[src/rtl/fifo_burst_reader_m_if.sv]
// Handshake bundle between the FWFT FIFO read side, the burst reader and the downstream burst sink.
// The reader connects through the slave modport; the master modport drives it from the FIFO/sink side.
interface fifo_burst_reader_m_if #(
    parameter type DATA_ITEM_TYPE = logic,
    parameter int  DATA_COUNT_W   = 6,
    parameter int  LEN_W          = 5
);
    DATA_ITEM_TYPE            head;
    logic                     empty;
    logic [DATA_COUNT_W-1:0]  data_count;
    logic                     rd_rst_busy;
    logic                     pop;
    DATA_ITEM_TYPE            out_data;
    logic                     out_valid;
    logic                     out_ready;
    logic                     out_first;
    logic                     out_last;
    logic [LEN_W-1:0]         out_len;
    logic [31:0]              burst_cnt;
    logic [31:0]              flush_cnt;

    modport slave (
        input  head, empty, data_count, rd_rst_busy, out_ready,
        output pop, out_data, out_valid, out_first, out_last, out_len, burst_cnt, flush_cnt
    );

    modport master (
        output head, empty, data_count, rd_rst_busy, out_ready,
        input  pop, out_data, out_valid, out_first, out_last, out_len, burst_cnt, flush_cnt
    );
endinterface

[src/rtl/fifo_burst_reader_m.sv]
// Drains a FWFT FIFO into framed valid/ready bursts: full BURST_LEN bursts, or a tail flush after TIMEOUT.
// Optional statistics counters are built when FIFO_BURST_READER_STAT_EN is defined.
module fifo_burst_reader_m #(
    parameter type DATA_ITEM_TYPE = logic,
    parameter int  DEPTH          = 32,
    parameter int  BURST_LEN      = 16,
    parameter int  TIMEOUT        = 64,
    localparam int DATA_COUNT_W   = $clog2(DEPTH + 1),
    localparam int LEN_W          = $clog2(BURST_LEN + 1)
) (
    input  logic             clk,
    input  logic             rst,
    fifo_burst_reader_m_if.slave bus,
    output logic             dbg_state_o,
    output logic [LEN_W-1:0] dbg_beat_o
);
    localparam int TIMER_W = $clog2(TIMEOUT + 1);
    localparam logic [DATA_COUNT_W-1:0] BL_COUNT_C = DATA_COUNT_W'(BURST_LEN);
    localparam logic [LEN_W-1:0]        BL_LEN_C   = LEN_W'(BURST_LEN);
    localparam logic [TIMER_W-1:0]      TIMEOUT_C  = TIMER_W'(TIMEOUT);

    typedef enum logic {IDLE = 1'b0, BURST = 1'b1} state_e;

    state_e               state_q, state_d;
    logic [TIMER_W-1:0]   timer_q, timer_d;
    logic [LEN_W-1:0]     beat_q, beat_d;
    logic [LEN_W-1:0]     len_q, len_d;

    DATA_ITEM_TYPE        head_w;
    logic                 valid_w;
    logic                 last_w;
    logic                 pop_w;
    logic                 full_start_w;
    logic                 to_start_w;

    // Handshake: a beat transfers on a cycle where out_valid && out_ready; that same cycle pops the FIFO.
    assign head_w       = bus.head;
    assign valid_w      = (state_q == BURST) && !bus.empty && !bus.rd_rst_busy;
    assign last_w       = (state_q == BURST) && (beat_q == len_q - LEN_W'(1));
    assign pop_w        = valid_w && bus.out_ready;
    assign full_start_w = (bus.data_count >= BL_COUNT_C);
    assign to_start_w   = (timer_q == TIMEOUT_C) && (bus.data_count != '0);

    assign bus.pop       = pop_w;
    assign bus.out_valid = valid_w;
    assign bus.out_data  = (state_q == BURST) ? head_w : '0;
    assign bus.out_first = (state_q == BURST) && (beat_q == '0);
    assign bus.out_last  = last_w;
    assign bus.out_len   = len_q;
    assign dbg_state_o   = state_q;
    assign dbg_beat_o    = beat_q;

    always_ff @(posedge clk) begin
        if (rst) begin
            state_q <= IDLE;
            timer_q <= '0;
            beat_q  <= '0;
            len_q   <= '0;
        end else begin
            state_q <= state_d;
            timer_q <= timer_d;
            beat_q  <= beat_d;
            len_q   <= len_d;
        end
    end

    always_comb begin
        state_d = state_q;
        timer_d = timer_q;
        beat_d  = beat_q;
        len_d   = len_q;
        if (bus.rd_rst_busy) begin
            // Read side in reset: abandon any burst without a last beat.
            state_d = IDLE;
            timer_d = '0;
            beat_d  = '0;
        end else begin
            case (state_q)
                IDLE: begin
                    if (full_start_w) begin
                        state_d = BURST;
                        len_d   = BL_LEN_C;
                        beat_d  = '0;
                        timer_d = '0;
                    end else if (to_start_w) begin
                        state_d = BURST;
                        len_d   = LEN_W'(bus.data_count);
                        beat_d  = '0;
                        timer_d = '0;
                    end else if (!bus.empty && (bus.data_count < BL_COUNT_C)) begin
                        timer_d = (timer_q == TIMEOUT_C) ? timer_q : timer_q + TIMER_W'(1);
                    end else begin
                        timer_d = '0;
                    end
                end
                BURST: begin
                    if (pop_w) begin
                        if (last_w) begin
                            state_d = IDLE;
                            beat_d  = '0;
                        end else begin
                            beat_d = beat_q + LEN_W'(1);
                        end
                    end
                end
                default: state_d = IDLE;
            endcase
        end
    end

`ifdef FIFO_BURST_READER_STAT_EN
    logic        flush_start_w;
    logic [31:0] burst_cnt_q;
    logic [31:0] flush_cnt_q;

    // A flush is a timeout start that the full-length condition did not pre-empt.
    assign flush_start_w = (state_q == IDLE) && !bus.rd_rst_busy && !full_start_w && to_start_w;

    always_ff @(posedge clk) begin
        if (rst) begin
            burst_cnt_q <= '0;
            flush_cnt_q <= '0;
        end else begin
            if (pop_w && last_w) burst_cnt_q <= burst_cnt_q + 32'd1;
            if (flush_start_w)   flush_cnt_q <= flush_cnt_q + 32'd1;
        end
    end

    assign bus.burst_cnt = burst_cnt_q;
    assign bus.flush_cnt = flush_cnt_q;
`else
    assign bus.burst_cnt = '0;
    assign bus.flush_cnt = '0;
`endif

    a_no_underflow: assert property (@(posedge clk) disable iff (rst) !(bus.pop && bus.empty));
    a_no_idle_valid: assert property (@(posedge clk) disable iff (rst) !(bus.out_valid && state_q == IDLE));
    a_len_range: assert property (@(posedge clk) disable iff (rst)
        (state_q == BURST) |-> (len_q >= LEN_W'(1) && len_q <= BL_LEN_C));
endmodule
[src/flat_wrapper.sv]
// flat-port wrapper written by rule: the top's interface ports become plain ports
module fifo_burst_reader_m_flat 
#(
    parameter type DATA_ITEM_TYPE = logic,
    parameter int  DEPTH          = 32,
    parameter int  BURST_LEN      = 16,
    parameter int  TIMEOUT        = 64,
    localparam int DATA_COUNT_W   = $clog2(DEPTH + 1),
    localparam int LEN_W          = $clog2(BURST_LEN + 1)
)
  (clk, rst, dbg_state_o, dbg_beat_o, bus_head, bus_empty, bus_data_count, bus_rd_rst_busy, bus_out_ready, bus_pop, bus_out_data, bus_out_valid, bus_out_first, bus_out_last, bus_out_len, bus_burst_cnt, bus_flush_cnt);
  fifo_burst_reader_m_if #(.DATA_ITEM_TYPE(DATA_ITEM_TYPE)) bus_i ();
  input  logic clk;
  input  logic rst;
  output logic dbg_state_o;
  output logic [LEN_W-1:0] dbg_beat_o;
  input wire logic [$bits(bus_i.head)-1:0] bus_head;
  input wire logic [$bits(bus_i.empty)-1:0] bus_empty;
  input wire logic [$bits(bus_i.data_count)-1:0] bus_data_count;
  input wire logic [$bits(bus_i.rd_rst_busy)-1:0] bus_rd_rst_busy;
  input wire logic [$bits(bus_i.out_ready)-1:0] bus_out_ready;
  output wire logic [$bits(bus_i.pop)-1:0] bus_pop;
  output wire logic [$bits(bus_i.out_data)-1:0] bus_out_data;
  output wire logic [$bits(bus_i.out_valid)-1:0] bus_out_valid;
  output wire logic [$bits(bus_i.out_first)-1:0] bus_out_first;
  output wire logic [$bits(bus_i.out_last)-1:0] bus_out_last;
  output wire logic [$bits(bus_i.out_len)-1:0] bus_out_len;
  output wire logic [$bits(bus_i.burst_cnt)-1:0] bus_burst_cnt;
  output wire logic [$bits(bus_i.flush_cnt)-1:0] bus_flush_cnt;
  assign bus_i.head = bus_head;
  assign bus_i.empty = bus_empty;
  assign bus_i.data_count = bus_data_count;
  assign bus_i.rd_rst_busy = bus_rd_rst_busy;
  assign bus_i.out_ready = bus_out_ready;
  assign bus_pop = bus_i.pop;
  assign bus_out_data = bus_i.out_data;
  assign bus_out_valid = bus_i.out_valid;
  assign bus_out_first = bus_i.out_first;
  assign bus_out_last = bus_i.out_last;
  assign bus_out_len = bus_i.out_len;
  assign bus_burst_cnt = bus_i.burst_cnt;
  assign bus_flush_cnt = bus_i.flush_cnt;
  fifo_burst_reader_m #(.DATA_ITEM_TYPE(DATA_ITEM_TYPE), .DEPTH(DEPTH), .BURST_LEN(BURST_LEN), .TIMEOUT(TIMEOUT)) u_core (.clk(clk), .rst(rst), .bus(bus_i), .dbg_state_o(dbg_state_o), .dbg_beat_o(dbg_beat_o));
endmodule
[config.mk]
export PLATFORM = sky130hd
export DESIGN_NAME = fifo_burst_reader_m_flat
export DESIGN_NICKNAME = d
export VERILOG_FILES = /design/src/rtl/fifo_burst_reader_m_if.sv /design/src/rtl/fifo_burst_reader_m.sv /design/src/flat_wrapper.sv
export SDC_FILE = /design/constraint.sdc
export NUM_CORES = 1
export LEC_CHECK = 0
export ABC_AREA = 0
export BUFFER_PORTS_ARGS = -buffer_cell sky130_fd_sc_hd__clkbuf_2
export CAP_MARGIN = 20
export CORE_MARGIN = 5
export CORE_UTILIZATION = 43
export DETAILED_ROUTE_END_ITERATION = 8
export PLACE_DENSITY = 0.8
export REMOVE_ABC_BUFFERS = 1
export SYNTH_ARGS = -nofsm -noshare
export SYNTH_HDL_FRONTEND = slang
export SYNTH_SLANG_ARGS = --single-unit
[constraint.sdc]
create_clock -name clk -period 2.55 [get_ports clk]
set_input_delay 0.51 -clock clk [delete_from_list [all_inputs] [get_ports clk]]
set_output_delay 0.51 -clock clk [all_outputs]
set_load 0.05 [all_outputs]
==> results of run 1 <==
==> where the power goes <==
group	total [mW]	internal, mW	switching (mW)
Clock	0.177	0.0871	0.0898
Sequential	0.292	0.285	0.00698
Combinational	0.289	0.0281	0.261
Total	0.758	0.401	0.357
==> sequential cells by signal (all words and copies together), names as in the netlist <==
register	flops
u_core.dbg_beat_o	5
u_core.timer_q	7
u_core.dbg_state_o	1
u_core.bus.out_len	5
==> repair_timing <==
action	in CTS	in global routing
endpoints found under the setup margin	1	1
hold endpoints to repair	0	0
pin swaps	1	1
setup buffers	0	2
gates resized for setup	2	1
==> per-layer routing <==
layer	share of wire	wire length, um	global-route usage	vias to the layer above
li1	-	-	-	538
met1	0.38	1090	0.122	519
met2	0.49	1410	0.191	62
met3	0.11	306	0.0217	6
met4	0.022	64	0.0716	0
met5	0	0	0	-
==> cell type report <==
cell class	instances	area, um^2	area share
inverter	7	26.3	0.0172
timing repair buffer	30	166	0.109
multi-input combinational	153	876	0.575
clock buffer	4	36.3	0.0238
tap	46	57.6	0.0378
sequential	18	362	0.237
==> path summary, 6_finish.rpt <==
check,to,depth (start not counted),slack (ps)
worst max-delay path,bus_out_last,6,120
worst min-delay path,u_core.bus.out_len[3]$_SDFFE_PP0P_,3,470
worst max register to register,u_core.dbg_beat_o[2]$_SDFFE_PP0P_,9,460
worst min register to register,u_core.bus.out_len[0]$_SDFFE_PP0P_,2,490
==> critical path: stages, from the launching register on <==
cell and delay, ps:
dfxtp_2 380, inv_1 50, ha_1 290, xor2_1 140
nand3_1 130, nor4_4 370, clkbuf_8 250
==> kinds of logic after synthesis <==
group                    count (synthesis)  synth area share
other                                    1           0.00246
AND/OR/NAND/NOR                         50             0.186
multiplexers                             1           0.00740
flip-flops                              18             0.237
AO/OA/AOI/OAI                           20             0.109
XOR/XNOR                                13            0.0748
buffers and inverters                   74             0.343
adder cells (fa/ha/maj)                  5            0.0411
==> per-stage QoR <==
step	util	area [um^2]	instances	setup WS, ps	power [mW]
2_1_floorplan	-	1260	178	-756	0.557
3_3_place_gp	0.432	1460	252	309	0.584
3_5_place_dp	0.432	1460	252	225	0.585
4_1_cts	0.445	1510	256	17.6	0.761
5_1_grt	0.450	1520	258	-14.8	0.787
6_report	0.450	1520	258	125	0.758
==> cell usage in the layout (no fill, tap or decap), drive strengths merged, types with 2 or more instances in the layout <==
cell and instances:
and2 4, ha 5, buf 3, conb 64, xor2 5, nor4 4, a211oi 2, o21ai 2
inv 7, a22o 2, a221o 2, xnor2 8, nor3b 3, nor3 2, nand2b 2, nor2 12
nand4 2, dfxtp 18, clkbuf 31, nand3 8, nand2 9, a21oi 6
==> summary.md, run 1 <==
| Metric | Value |
|---|---|
| Commonest cells in the netlist | buf_4, dfxtp_1, nor2_1, nand2_1 |
| DRC Markers | 0 |
| CP Class | reg2out |
| Post-synth cell types | 37 |
| Mapped Area | 1520 um^2 |
| #FFs+latches synth | 18 |
| GP Congestion | 0.756 |
| Worst setup EP type | output port |
| Final-layout fill cell count | 349 |
| Worst-Skew Late Latency | 290 ps |
| Status | complete, no violations |
| Prevailing post-synth register cell | dfxtp_1 |
| Largest net degree at the start of global routing | 13 |
| Worst-margin pin slew | 600 ps |
| Worst hold margin | 471 ps |
| Core area | 3390 um^2 |
| Ys async rst share | 0 |
| Seq/Total Area, Yosys | 0.237 |
| Clock buffer count from CTS | 3 |
| Vias in the first global route | 1,030 |
| Max-slew headroom | 0.599 |
| Nets | 230 |
| Final Cycle Share | 0.951 |
| Die Span X | 69.5 um |
| H-tree depth | 1 |
| Number of vias per cell | 4.36 |
| WP data required | 2040 ps |
| GRT Total Usage | 0.110 |
| DR pass1 iterations | 4 |
| Synthesized area per cell | 8.36 um^2 |
| CTS tree | yes |
| Post-DP HPWL | 2370 um |
| # setup viols final | 0 |
| Clock skew | 0.936 ps |
| Final ANT Viol Nets | 0 |
| Area leader, netlist | buf_4 |
| Crit path max fanout | 5 |
| Pins Over Slew Limit | 0 |
| P&R area growth vs syn | 0.164% |
| Hold Fails Final Rpt | 0 |
| Leak | 0.724 nW |
| Hold WC Path Type | in2reg |
| Worst setup SP type | register |
| Synth area leaders | buf_4, dfxtp_1, xnor2_1 |
| Iteration-0 DRC Markers | 36 |
| Grt total ovfl | 0 |
| FP Rows | 21 |
| Fin crit period | 2430 ps |
| Clk slew on worst S/H paths | 100 ps |
| PortBufs | 27 |
| First-pass GRT wire length | 4470 um |
| N_diodes | 0 |
| Max Cap Viol | 0 |
| Most common cell in the netlist | buf_4 |
| Synthesized instance count | 182 |
| Hold path startpoint | bus_data_count[3] |
| Ys Warns | 0 |
| Setup TNS | 0 ps |
| Critical Path AT | 1920 ps |
| Worst Setup SP | u_core.bus.out_len[0]$_SDFFE_PP0P_ |
| IO Count | 92 |
| Initial core utilization | 0.449 |
| FF-to-FF Start | u_core.bus.out_len[0]$_SDFFE_PP0P_ |
| Die H | 69.5 um |
| Root Buffer | clkbuf_4 |
| Post-synth EDFFs | 0 |
| Pwr dens | 497 nW/um^2 |
| Clk sinks | 18 |
| F_max | 0.412 GHz |
| Peak VDD IR | 179 uV |
| Final wirelength | 2870 um |
| Share of layout cells above drive strength 1 | 0.193 |
| Mean routed wirelength per cell | 11.1 um |
| Clk buf depth | 2 |
| Via count | 1,125 |
| Die Area | 4830 um^2 |
| Yosys top cell area share | 0.321 |
| Initial antenna violation count | 0 |
| CTS Hold Bufs | 0 |
No activity file was read; power rests on OpenSTA's default activity.
==> run 2, diff against run 1 <==
CELL_PAD_IN_SITES_DETAIL_PLACEMENT = 0   (was unset)
CELL_PAD_IN_SITES_GLOBAL_PLACEMENT = 2   (was unset)
CORE_UTILIZATION = 23   (was 43)
PLACE_DENSITY = unset   (was 0.8)
PLACE_DENSITY_LB_ADDON = 0.1   (was unset)
==> run 2 against run 1 <==
Clock-buffer cell count unchanged; clock skew rose by 1.7 ps; sequential share of layout area down 1.1 points; clock power grew 34%; non-clock buffer count up 2; die area increased by 73%; critical path depth unchanged; worst setup slack gained 12 ps; sequential power barely moved; final cell count grew 13%; largest cell class unchanged; highest routed layer unchanged.
==> summary.md, run 2 (synthesis results as in run 1) <==
| Metric | Value |
|---|---|
| Die Span X | 91.3 um |
| # setup viols final | 0 |
| Grt total ovfl | 0 |
| Critical path cell sequence | inv_1 -> ha_1 -> xor2_1 -> nand3_1 -> nor4_4 -> clkbuf_8 |
| Max Cap Viol | 0 |
| Pwr dens | 517 nW/um^2 |
| F_max | 0.414 GHz |
| IO Count | 92 |
| First-pass GRT wire length | 5460 um |
| Largest net degree at the start of global routing | 11 |
| Die H | 91.3 um |
| CTS tree | yes |
| Total power | 0.825 mW |
| Largest register by flop count | u_core.timer_q |
| Critical Path Slowest Stage Cell | dfxtp_1 |
| Buffers and inverters on the worst path | 2 |
| Clk sinks | 18 |
| FP Rows | 29 |
| Initial antenna violation count | 0 |
| Clock skew | 2.60 ps |
| Commonest non-fill, non-tap cell in the layout | conb_1 |
| Clk slew on worst S/H paths | 70 ps |
| Crit path max fanout | 5 |
| Nets | 232 |
| Die Area | 8340 um^2 |
| Final ANT Viol Nets | 0 |
| Max FFs per register | 7 |
| Final Util | 0.250 |
| Multi-input gate area | 876 um^2 |
| Hold WC Path Type | reg2reg |
| H-tree depth | 1 |
| Core area | 6390 um^2 |
| Final wirelength | 3490 um |
| Peak VDD IR | 197 uV |
| GRT Total Usage | 0.0797 |
| Number of vias per cell | 3.81 |
| RSZ-0062 raised after global routing | no |
| P&R area growth vs syn | 4.85% |
| PortBufs | 27 |
| Place WS | 203 ps |
| Final-layout fill cell count | 714 |
| Pins Over Slew Limit | 0 |
| Worst hold margin | 486 ps |
| Initial core utilization | 0.238 |
| Iteration-0 DRC Markers | 36 |
| Vias in the first global route | 1,107 |
| Clk buf depth | 2 |
| WP data required | 2040 ps |
| Worst setup SP type | register |
| Mean routed wirelength per cell | 12.0 um |
| Critical Path AT | 1900 ps |
| Worst-Skew Late Latency | 250 ps |
| Hold path startpoint | u_core.bus.out_len[1]$_SDFFE_PP0P_ |
| Share of layout cells above drive strength 1 | 0.196 |
| Via count | 1,110 |
| Slowest cell delay on critical path | 420 ps |
| CTS Hold Bufs | 0 |
| Register area | 360 um^2 |
| Max-slew headroom | 0.633 |
| N_diodes | 0 |
| Post-DP HPWL | 3050 um |
| Status | complete, no violations |
| DRC Markers | 0 |
| Final Cycle Share | 0.946 |
| FF-to-FF Start | u_core.bus.out_len[0]$_SDFFE_PP0P_ |
| Worst setup margin | 137 ps |
| CP Class | reg2out |
| Most frequent cells in the layout | conb_1, clkbuf_2, dfxtp_1, nor2_1, nand2_1 |
| CP top delay family | simple AND/OR/NAND/NOR gates |
| Leak | 0.741 nW |
| Worst-margin pin slew | 545 ps |
| DR pass1 iterations | 4 |
| Clock buffer count from CTS | 3 |
| Fin crit period | 2410 ps |
| Worst setup EP type | output port |
| Root Buffer | clkbuf_8 |
| GP Congestion | 0.735 |
| Hold Fails Final Rpt | 0 |
| Worst Setup SP | u_core.bus.out_len[0]$_SDFFE_PP0P_ |
==> run 2: routing by layer <==
| metal | track usage | vias up | part of all wire |
|---|---|---|---|
| met3 | 0.0314 | 2 | 0.10 |
| li1 | - | 542 | - |
| met4 | 0.00733 | 0 | 0.0037 |
| met2 | 0.142 | 55 | 0.49 |
| met1 | 0.0929 | 511 | 0.41 |
| met5 | 0 | - | 0 |
==> run 2: final timing paths <==
kind	slack (ps)	endpoint	cells past startpoint
hold / removal	490	u_core.bus.out_len[1]$_SDFFE_PP0P_	2
hold reg to reg	490	u_core.bus.out_len[1]$_SDFFE_PP0P_	2
setup / recovery	140	bus_out_last	6
setup reg to reg	470	u_core.dbg_beat_o[2]$_SDFFE_PP0P_	8
==> run 2: what timing repair did <==
item | in CTS | in global routing
endpoints found under the setup margin | 1 | 1
pin swaps | 1 | 1
resized for setup | 2 | 0
setup buffers | 0 | 2
endpoints found under the hold margin | 0 | 0
==> run 2: final cells by class <==
| class | count | area share |
|---|---|---|
| multi-input combinational | 153 | 0.549 |
| sequential | 18 | 0.226 |
| timing repair buffer | 32 | 0.114 |
| tap | 77 | 0.0604 |
| clock buffer | 4 | 0.0345 |
| inverter | 7 | 0.0165 |
==> run 2: per-stage QoR <==
step	TNS, ps	cells	instance area [um^2]
final	0	291	1600
after global placement	0	285	1520
after CTS	0	289	1580
after floorplan	-5090	178	1260
after detailed placement	0	285	1520
after global routing	0	291	1600
==> run 2: report_power, final <==
group / total [mW] / leakage, nW / internal [mW] / switching [mW]
logic: 0.296 / 0.567 / 0.0300 / 0.266
registers: 0.291 / 0.146 / 0.285 / 0.00554
clock network: 0.238 / 0.0288 / 0.137 / 0.101
total: 0.825 / 0.741 / 0.452 / 0.372
==> run 2: tightest hold or removal path: stages, from the launching register on <==
cell	delay, ps
dfxtp_1	340
nand2_1	60
a21oi_1	50
